[config.mk]
export PLATFORM = sky130hd
export DESIGN_NAME = die_face_reader
export DESIGN_NICKNAME = d
export VERILOG_FILES = /design/src/rtl/die_pkg.sv /design/src/rtl/die_seg_decode.sv /design/src/rtl/die_face_reader.sv
export SDC_FILE = /design/constraint.sdc
export NUM_CORES = 1
export LEC_CHECK = 0
export ABC_AREA = 0
export CAP_MARGIN = 30
export CORE_MARGIN = 2
export CORE_UTILIZATION = 51
export DETAILED_ROUTE_END_ITERATION = 6
export PLACE_DENSITY = 0.79
export SLEW_MARGIN = 20
export SYNTH_ARGS = -nofsm -noshare
export SYNTH_HDL_FRONTEND = slang
export SYNTH_HIERARCHICAL = 1
export SYNTH_SLANG_ARGS = --single-unit
[constraint.sdc]
create_clock -name clk -period 3.2 [get_ports clk]
set_input_delay 0.64 -clock clk [delete_from_list [all_inputs] [get_ports clk]]
set_output_delay 0.64 -clock clk [all_outputs]
set_load 0.01 [all_outputs]
[src/rtl/die_pkg.sv]
// Shared types and segment encodings for the die face reader and its display-side checkers.
package die_pkg;

    typedef logic [2:0] face_t;

    // Segment order is bit0=a ... bit6=g.
    localparam logic [6:0] SEG_FACE1 = 7'h06;
    localparam logic [6:0] SEG_FACE2 = 7'h5B;
    localparam logic [6:0] SEG_FACE3 = 7'h4F;
    localparam logic [6:0] SEG_FACE4 = 7'h66;
    localparam logic [6:0] SEG_FACE5 = 7'h6D;
    localparam logic [6:0] SEG_FACE6 = 7'h7D;
    localparam logic [6:0] SEG_BLANK = 7'h00;

    typedef enum logic [1:0] {
        LEGAL,
        BLANK,
        ILLEGAL
    } seg_class_t;

endpackage

[src/rtl/die_seg_decode.sv]
// Combinational 7-segment to die face decoder; anything not a face or blank is illegal.
module die_seg_decode
    import die_pkg::*;
(
    input  logic [6:0] seg,
    output face_t      face,
    output seg_class_t seg_class
);

    always_comb begin
        face      = '0;
        seg_class = ILLEGAL;
        case (seg)
            SEG_FACE1: begin face = 3'd1; seg_class = LEGAL; end
            SEG_FACE2: begin face = 3'd2; seg_class = LEGAL; end
            SEG_FACE3: begin face = 3'd3; seg_class = LEGAL; end
            SEG_FACE4: begin face = 3'd4; seg_class = LEGAL; end
            SEG_FACE5: begin face = 3'd5; seg_class = LEGAL; end
            SEG_FACE6: begin face = 3'd6; seg_class = LEGAL; end
            SEG_BLANK: seg_class = BLANK;
            default:   seg_class = ILLEGAL;
        endcase
    end

endmodule

[src/rtl/die_face_reader.sv]
// Synchronizes, debounces and decodes an asynchronous 7-segment die display.
// Optional per-face histogram is built when DIE_FACE_READER_HIST_EN is defined.
module die_face_reader
    import die_pkg::*;
#(
    parameter int unsigned STABLE_CYCLES = 4,
    parameter int unsigned CNT_W         = 16,
    parameter int unsigned HIST_W        = 8
) (
    input  logic              clk,
    input  logic              rst_n,
    input  logic [6:0]        seg_in,
    input  logic              clear,
    output face_t             face,
    output logic              face_valid,
    output logic              face_strobe,
    output logic              error,
    output logic [CNT_W-1:0]  roll_count,
    input  logic [2:0]        hist_sel,
    output logic [HIST_W-1:0] hist_count
);

    localparam int unsigned RUN_W = $clog2(STABLE_CYCLES + 1);
    localparam logic [RUN_W-1:0] RUN_MAX  = RUN_W'(STABLE_CYCLES);
    localparam logic [RUN_W-1:0] RUN_LAST = RUN_W'(STABLE_CYCLES - 1);

    logic [6:0]       sync_q, s_q, p_q, p_d;
    logic [RUN_W-1:0] run_q, run_d;
    face_t            face_q, face_d;
    logic             valid_q, valid_d;
    logic             strobe_q, strobe_d;
    logic             error_q, error_d;
    logic [CNT_W-1:0] roll_q, roll_d;

    face_t      p_face;
    seg_class_t p_class;
    logic       settle, legal_settle, illegal_settle;

    die_seg_decode u_decode (
        .seg       (p_q),
        .face      (p_face),
        .seg_class (p_class)
    );

    // Settle fires once, on the step into saturation; a static display never re-fires.
    assign settle         = (s_q == p_q) && (run_q == RUN_LAST);
    assign legal_settle   = settle && (p_class == LEGAL);
    assign illegal_settle = settle && (p_class == ILLEGAL);

    always_comb begin
        p_d      = p_q;
        run_d    = run_q;
        face_d   = face_q;
        valid_d  = valid_q;
        strobe_d = 1'b0;
        error_d  = error_q;
        roll_d   = roll_q;

        if (s_q != p_q) begin
            p_d     = s_q;
            run_d   = '0;
            valid_d = 1'b0;
        end else if (run_q < RUN_MAX) begin
            run_d = run_q + 1'b1;
        end

        if (legal_settle) begin
            face_d   = p_face;
            valid_d  = 1'b1;
            strobe_d = 1'b1;
            roll_d   = roll_q + 1'b1;
        end
        if (illegal_settle) begin
            error_d = 1'b1;
        end

        // A coincident legal settle still counts as the first roll after clear.
        if (clear) begin
            error_d = 1'b0;
            roll_d  = legal_settle ? CNT_W'(1) : '0;
        end
    end

    always_ff @(posedge clk or negedge rst_n) begin
        if (!rst_n) begin
            sync_q   <= '0;
            s_q      <= '0;
            p_q      <= '0;
            run_q    <= '0;
            face_q   <= '0;
            valid_q  <= 1'b0;
            strobe_q <= 1'b0;
            error_q  <= 1'b0;
            roll_q   <= '0;
        end else begin
            sync_q   <= seg_in;
            s_q      <= sync_q;
            p_q      <= p_d;
            run_q    <= run_d;
            face_q   <= face_d;
            valid_q  <= valid_d;
            strobe_q <= strobe_d;
            error_q  <= error_d;
            roll_q   <= roll_d;
        end
    end

    assign face        = face_q;
    assign face_valid  = valid_q;
    assign face_strobe = strobe_q;
    assign error       = error_q;
    assign roll_count  = roll_q;

`ifdef DIE_FACE_READER_HIST_EN
    logic [HIST_W-1:0] hist_q [6];
    logic [HIST_W-1:0] hist_d [6];

    always_comb begin
        for (int i = 0; i < 6; i++) begin
            hist_d[i] = hist_q[i];
            if (legal_settle && (p_face == face_t'(i + 1)) && (hist_q[i] != '1)) begin
                hist_d[i] = hist_q[i] + 1'b1;
            end
            if (clear) begin
                hist_d[i] = '0;
            end
        end
    end

    always_ff @(posedge clk or negedge rst_n) begin
        if (!rst_n) begin
            for (int i = 0; i < 6; i++) begin
                hist_q[i] <= '0;
            end
        end else begin
            for (int i = 0; i < 6; i++) begin
                hist_q[i] <= hist_d[i];
            end
        end
    end

    always_comb begin
        hist_count = '0;
        for (int i = 0; i < 6; i++) begin
            if (hist_sel == 3'(i + 1)) begin
                hist_count = hist_q[i];
            end
        end
    end
`else
    logic unused_hist_sel;
    assign unused_hist_sel = ^hist_sel;
    assign hist_count      = '0;
`endif

endmodule

## Word level (Yosys, flattened, before mapping)

Cells that the tools add are included.

- Output and inout port bits: 30
- Bits of input ports: 13
- Logic and storage cells: 44
- Register bits after elaboration: 46

- Reduce and logical (&&, ||, !) cells: 10
- Equal/unequal tests: 10
- Add/sub/neg operators: 2
- Mux-type cells: 12
- Magnitude comparators: 1

Operator list:

| operator | number |
|---|---|
| $eq A7 B7 Y1 const B | 5 |
| $mux W16 | 2 |
| $pmux W3 S6 | 1 |
| $add A16 B1 Y16 const B | 1 |
| $reduce_bool A2 Y1 | 4 |
| $eq A7 B3 Y1 const B | 1 |
| $eq A7 B7 Y1 | 1 |
| $logic_not A7 Y1 | 1 |
| $ne A7 B7 Y1 | 1 |
| $mux W1 | 6 |
| $mux W3 | 2 |
| $reduce_or A6 Y1 | 1 |
| $pmux W2 S2 | 1 |
| $add A3 B1 Y3 const B | 1 |
| $eq A3 B2 Y1 const B | 1 |
| $logic_and A1 B1 Y1 | 3 |
| $lt A3 B3 Y1 const B | 1 |
| $eq A2 B2 Y1 const B | 1 |
| $logic_not A2 Y1 | 1 |

## Depth between registers and ports, before layout

- Word-level depth: 7
- Depth in mapped cells: 8
- Mapped depth without buffers: 7

## Hierarchy

Netlist, hierarchy kept.

Modules (own cells, without submodules):

| module | instances | cells an instance | area each (um^2) | seq. area each (um^2) |
|---|---|---|---|---|
| die_face_reader | 1 | 181 | 2087.0 | 1151.1 |
| die_seg_decode | 1 | 19 | 151.4 | 0.0 |

## Worst setup path before layout

Ideal clock, no wire load.

- Path type: register to register
- Start point: register p_q[0]
- End point: register roll_q[13] (netlist: roll_count[13])
- Path buffers: 1
- Arrival time: 2.576 ns
- Library setup time: 0.128 ns
- Period minus slack after synthesis: 2.704 ns
- Stages on the path, launching flop included: 9
- Path slack: 0.496 ns
- Required time: 3.072 ns
- Cell sequence: dfrtp_1 or4_4 o22ai_1 a211oi_1 or3b_4 nand4b_4 buf_6 nor4_4 mux2_1

- Cells in the longest elaborated chain, start to end: 6
- Elaborated cells between the ends (all ways): 14
- Those cells by class: 7 x eq/ne; 1 x mux; 6 x reduce/logical

Ends and longest elaborated chain:

| item | RTL line | source |
|---|---|---|
| start, declared | die_face_reader.sv:27 | `logic [6:0] sync_q, s_q, p_q, p_d;` |
| start signal, assigned | die_face_reader.sv:98 | `p_q <= p_d;` |
| $eq A7 B3 Y1 / $eq A7 B7 Y1 (equally long branches) | die_seg_decode.sv:13 | `case (seg)` |
| $reduce_or A6 Y1 (no source line) | n/a |  |
| $pmux W2 S2 * | die_seg_decode.sv:13 |  |
| via p_class[1] | die_face_reader.sv:36 | `seg_class_t p_class;` |
| $logic_not A2 Y1 * | die_face_reader.sv:47 | `assign legal_settle = settle && (p_class == LEGAL);` |
| $logic_and A1 B1 Y1 * | die_face_reader.sv:47 |  |
| $reduce_bool A2 Y1 (no source line) * | n/a |  |
| end signal, assigned | die_face_reader.sv:104 | `roll_q <= roll_d;` |
| end, declared | die_face_reader.sv:33 | `logic [CNT_W-1:0] roll_q, roll_d;` |

The timed path passes the listed nets; every way through them passes the cells marked *.
A chain may end at the register's enable or synchronous reset.

## Worst setup path after layout

- Start point: register p_q[0]
- End point: register roll_q[15] (netlist: roll_count[15])

The elaborated chain is that of the path after synthesis.

==> impl_metrics.csv <==
group,metric,value,unit
cts,clock_sinks,46,
grt,antenna_found_initial,0,
routing,wl,3530,um
pwr,netSwitchingPower,268,uW
final_layout,fin_cells,280,
critical_path,worstReg2RegEnd,"roll_count[15]",
grt,grt_max_degree,33,
pwr,p_seq_frac,0.578,
final_layout,area_growth,18.3,%
synth,ys_seq_area_frac,0.514,
critical_path,cp.required,3400,ps
die,fp.dieW,70.3,um
sta,rsz0062_at_grt,"false",
sta,clock-skew-final,5.22,ps
critical_path,crit_end,"roll_count[15]",
critical_path,timing.rr.start,"p_q[0]",
hold_path,min_path_type,"input pin to async pin",
routing,first_pass_iters,5,
sta,fin_crit_sh,0.932,
die,chipHeight,70.3,um
cts,cts_made_buffers,5,
grt,use_met1,0.230,
pwr,clkPwrFrac,0.358,
die,dieArea,4940,um2
die,rows,24,
sta,setup_viol,0,
final_layout,layout.nets,243,
final_layout,antenna_cells,0,
synth,ys_warn_count,6,
routing,vias,1489,
synth,synth_edf_count,0,
placed_design,dp.cells,271,
pwr,power.leakage,0.00110,uW
synth,avgSynthCellArea,11.2,um2
cts,insertion_delay,310,ps
synth,synthCells,200,
synth,synthFlopType,"dfrtp_1",
critical_path,worstSetupPathType,"flop to flop",
routing,route.detailed.drc,0,
critical_path,worstSetupEndpointType,"flop",
synth,ys_ff_latch,46,
grt,grt_first_pass_wirelength,6220,um
critical_path,worst-r2r-cell-count,7,
cts,clk_path_buf_depth,2,
grt,grt.overflow.total,0,
cts,htreeDepth,2,
sta,post-route-worst-setup-slack,218,ps
placed_design,portBuffers,31,
synth,synth_area,2240,um2
placed_design,hpwl,2480,um
outcome,status,"completed",
pwr,vdd_ir_drop_max,0.000333,V
final_layout,fin_util,0.617,
sta,fin_tns_setup,0,ps
placed_design,post-place-ws,240,ps
sta,finalCriticalPeriod,2980,ps
pwr,combPwrFrac,0.064,
grt,grt_pass1_vias,1338,
synth,ys_async_sr_fraction,1.00,
routing,postRouteAntennaNets,0,
cts,post-cts-setup-buffer-count,0,
sta,tightest_slew,551,ps
placed_design,gp_congestion,0.779,
grt,use_met3,0.0433,
cts,hold_buffers,0,
cts,cts_tree,"done",
sta,slew_headroom,0.632,
sta,slew_viol_final,0,
critical_path,path_max_fanout,17,
critical_path,r2r_slack,220,ps
die,fp.coreArea,4290,um2
final_layout,drive_gt1_frac,0.167,
final_layout,regArea,1150,um2
sta,hold_viol,0,
pwr,intPower,785,uW
die,start_util,0.521,
grt,top_usage_layer,"met1",
critical_path,crit_path_start_kind,"flop",
critical_path,cp.arrival,3180,ps
cts,clk_pin_slew,90,ps
critical_path,cp-startpoint,"p_q[0]",
synth,synth_top_area_frac,0.514,
die,pin_count,43,
cts,cts_root_buffer,"clkbuf_8",
sta,fmax,0.335,GHz
synth,synth_largest_area_cell,"dfrtp_1",
routing,vias_per_cell,5.32,
pwr,swShare,0.255,
grt,grt_use_met2,0.224,
final_layout,multiInputGateArea,973,um2
routing,wire_per_inst,12.6,um
final_layout,fillers,337,
flow_run,drv_cap,0,
grt,grt_use_total,0.157,
routing,drt_first_iter_violations,88,
pwr,powerDensity,398,nW/um2
synth,synth_area_leaders,"dfrtp_1 (51%), mux2_2 (8.0%), nor2b_1 (3.9%), xnor2_1 (3.9%), nor2_1 (2.9%)",
synth,ys_types,42,
cts,cts_resized,0,
-- logic make-up after synthesis --
kind of cell / Yosys count / synth area share
AND/OR/NAND/NOR: 83 / 0.240
flip-flops: 46 / 0.514
buffers and inverters: 27 / 0.0626
multiplexers: 18 / 0.0900
XOR/XNOR: 12 / 0.0470
AO/OA/AOI/OAI: 10 / 0.0274
adder cells (fa/ha/maj): 3 / 0.0168
other: 1 / 0.00168
-- Yosys cell counts, types with 2 or more instances --
master,instances
a21oi_1,5
and4_1,2
buf_4,8
clkbuf_1,10
dfrtp_1,46
ha_1,3
inv_1,7
mux2_2,16
nand2_1,7
nand2b_1,2
nand3_1,6
nand3b_1,2
nand4_1,4
nor2_1,17
nor2b_1,14
nor3_1,6
nor4_1,7
nor4_2,2
nor4_4,2
or3_1,2
xnor2_1,10
xor2_1,2
-- layout make-up --
class | instances | area share
tap | 52 | 0.0246
clock inverter | 3 | 0.00992
sequential | 46 | 0.435
timing repair buffer | 33 | 0.127
inverter | 7 | 0.00992
clock buffer | 5 | 0.0260
multi-input combinational | 134 | 0.368
-- flip-flops by register name (all words and copies together), names as in the netlist --
| name | cells |
|---|---|
| error | 1 |
| face | 3 |
| face_strobe | 1 |
| face_valid | 1 |
| p_q | 7 |
| roll_count | 16 |
| run_q | 3 |
| s_q | 7 |
| sync_q | 7 |
-- routing by layer --
metal  part of all wire  wire length [um]
met5                  0                 0
met4              0.014                50
met3              0.045               159
met2               0.48              1680
met1               0.47              1640
-- stage by stage --
stage | instance area [um2] | total power (uW) | hold slack (ps)
finish | 2650 | 1050 | 235
global route | 2650 | 1100 | 242
CTS | 2640 | 1060 | 240
detailed placement | 2540 | 687 | 335
global placement | 2520 | 682 | 332
floorplan | 2260 | 665 | 331
-- power by group through the flow --
stage	Clock (uW)	Combinational, uW	Sequential (uW)
final	377	67.6	608
after global routing	412	76.6	611
after CTS	387	67.2	609
after detailed placement	0	67.2	620
after global placement	0	62.9	619
after floorplan	0	48.3	617
-- worst min path at each step --
stage | start | endpoint | slack, ps | cells after the start
after floorplan | sync_q[0] | s_q[0] | 330 | 0
after global placement | sync_q[0] | s_q[0] | 330 | 0
after detailed placement | sync_q[5] | s_q[5] | 330 | 0
after CTS | rst_n | roll_count[12] | 240 | 1
after global routing | rst_n | sync_q[0] | 240 | 1
final | rst_n | sync_q[0] | 230 | 1
-- cells in the final DEF, fill, tap and decap left out, types with 2 or more instances in the layout --
cell type        Yosys  final
nand3b_1             2      2
clkbuf_8             0      5
nor4_1               7      7
or3_1                2      2
nand4_1              4      4
nor2_1              17     17
and4_1               2      2
nor4_4               2      2
nand2b_1             2      2
xor2_1               2      2
nand3_1              6      6
nor3_1               6      6
nand2_1              7      7
inv_1                7      7
nor4_2               2      2
dfrtp_1             46     46
inv_6                0      3
clkdlybuf4s50_1      0     30
a21oi_1              5      5
conb_1               1      8
nor2b_1             14     14
xnor2_1             10     10
mux2_2              16     16
ha_1                 3      3
-- critical path: stages (launching register included) --
cell and delay (ps):
dfrtp_1 460, or4_4 590, nor4_4 190, a211oi_1 100, or3b_4 420, nand4b_4 340, nor4_1 410, mux2_2 370
No activity file was read; power rests on OpenSTA's default activity.
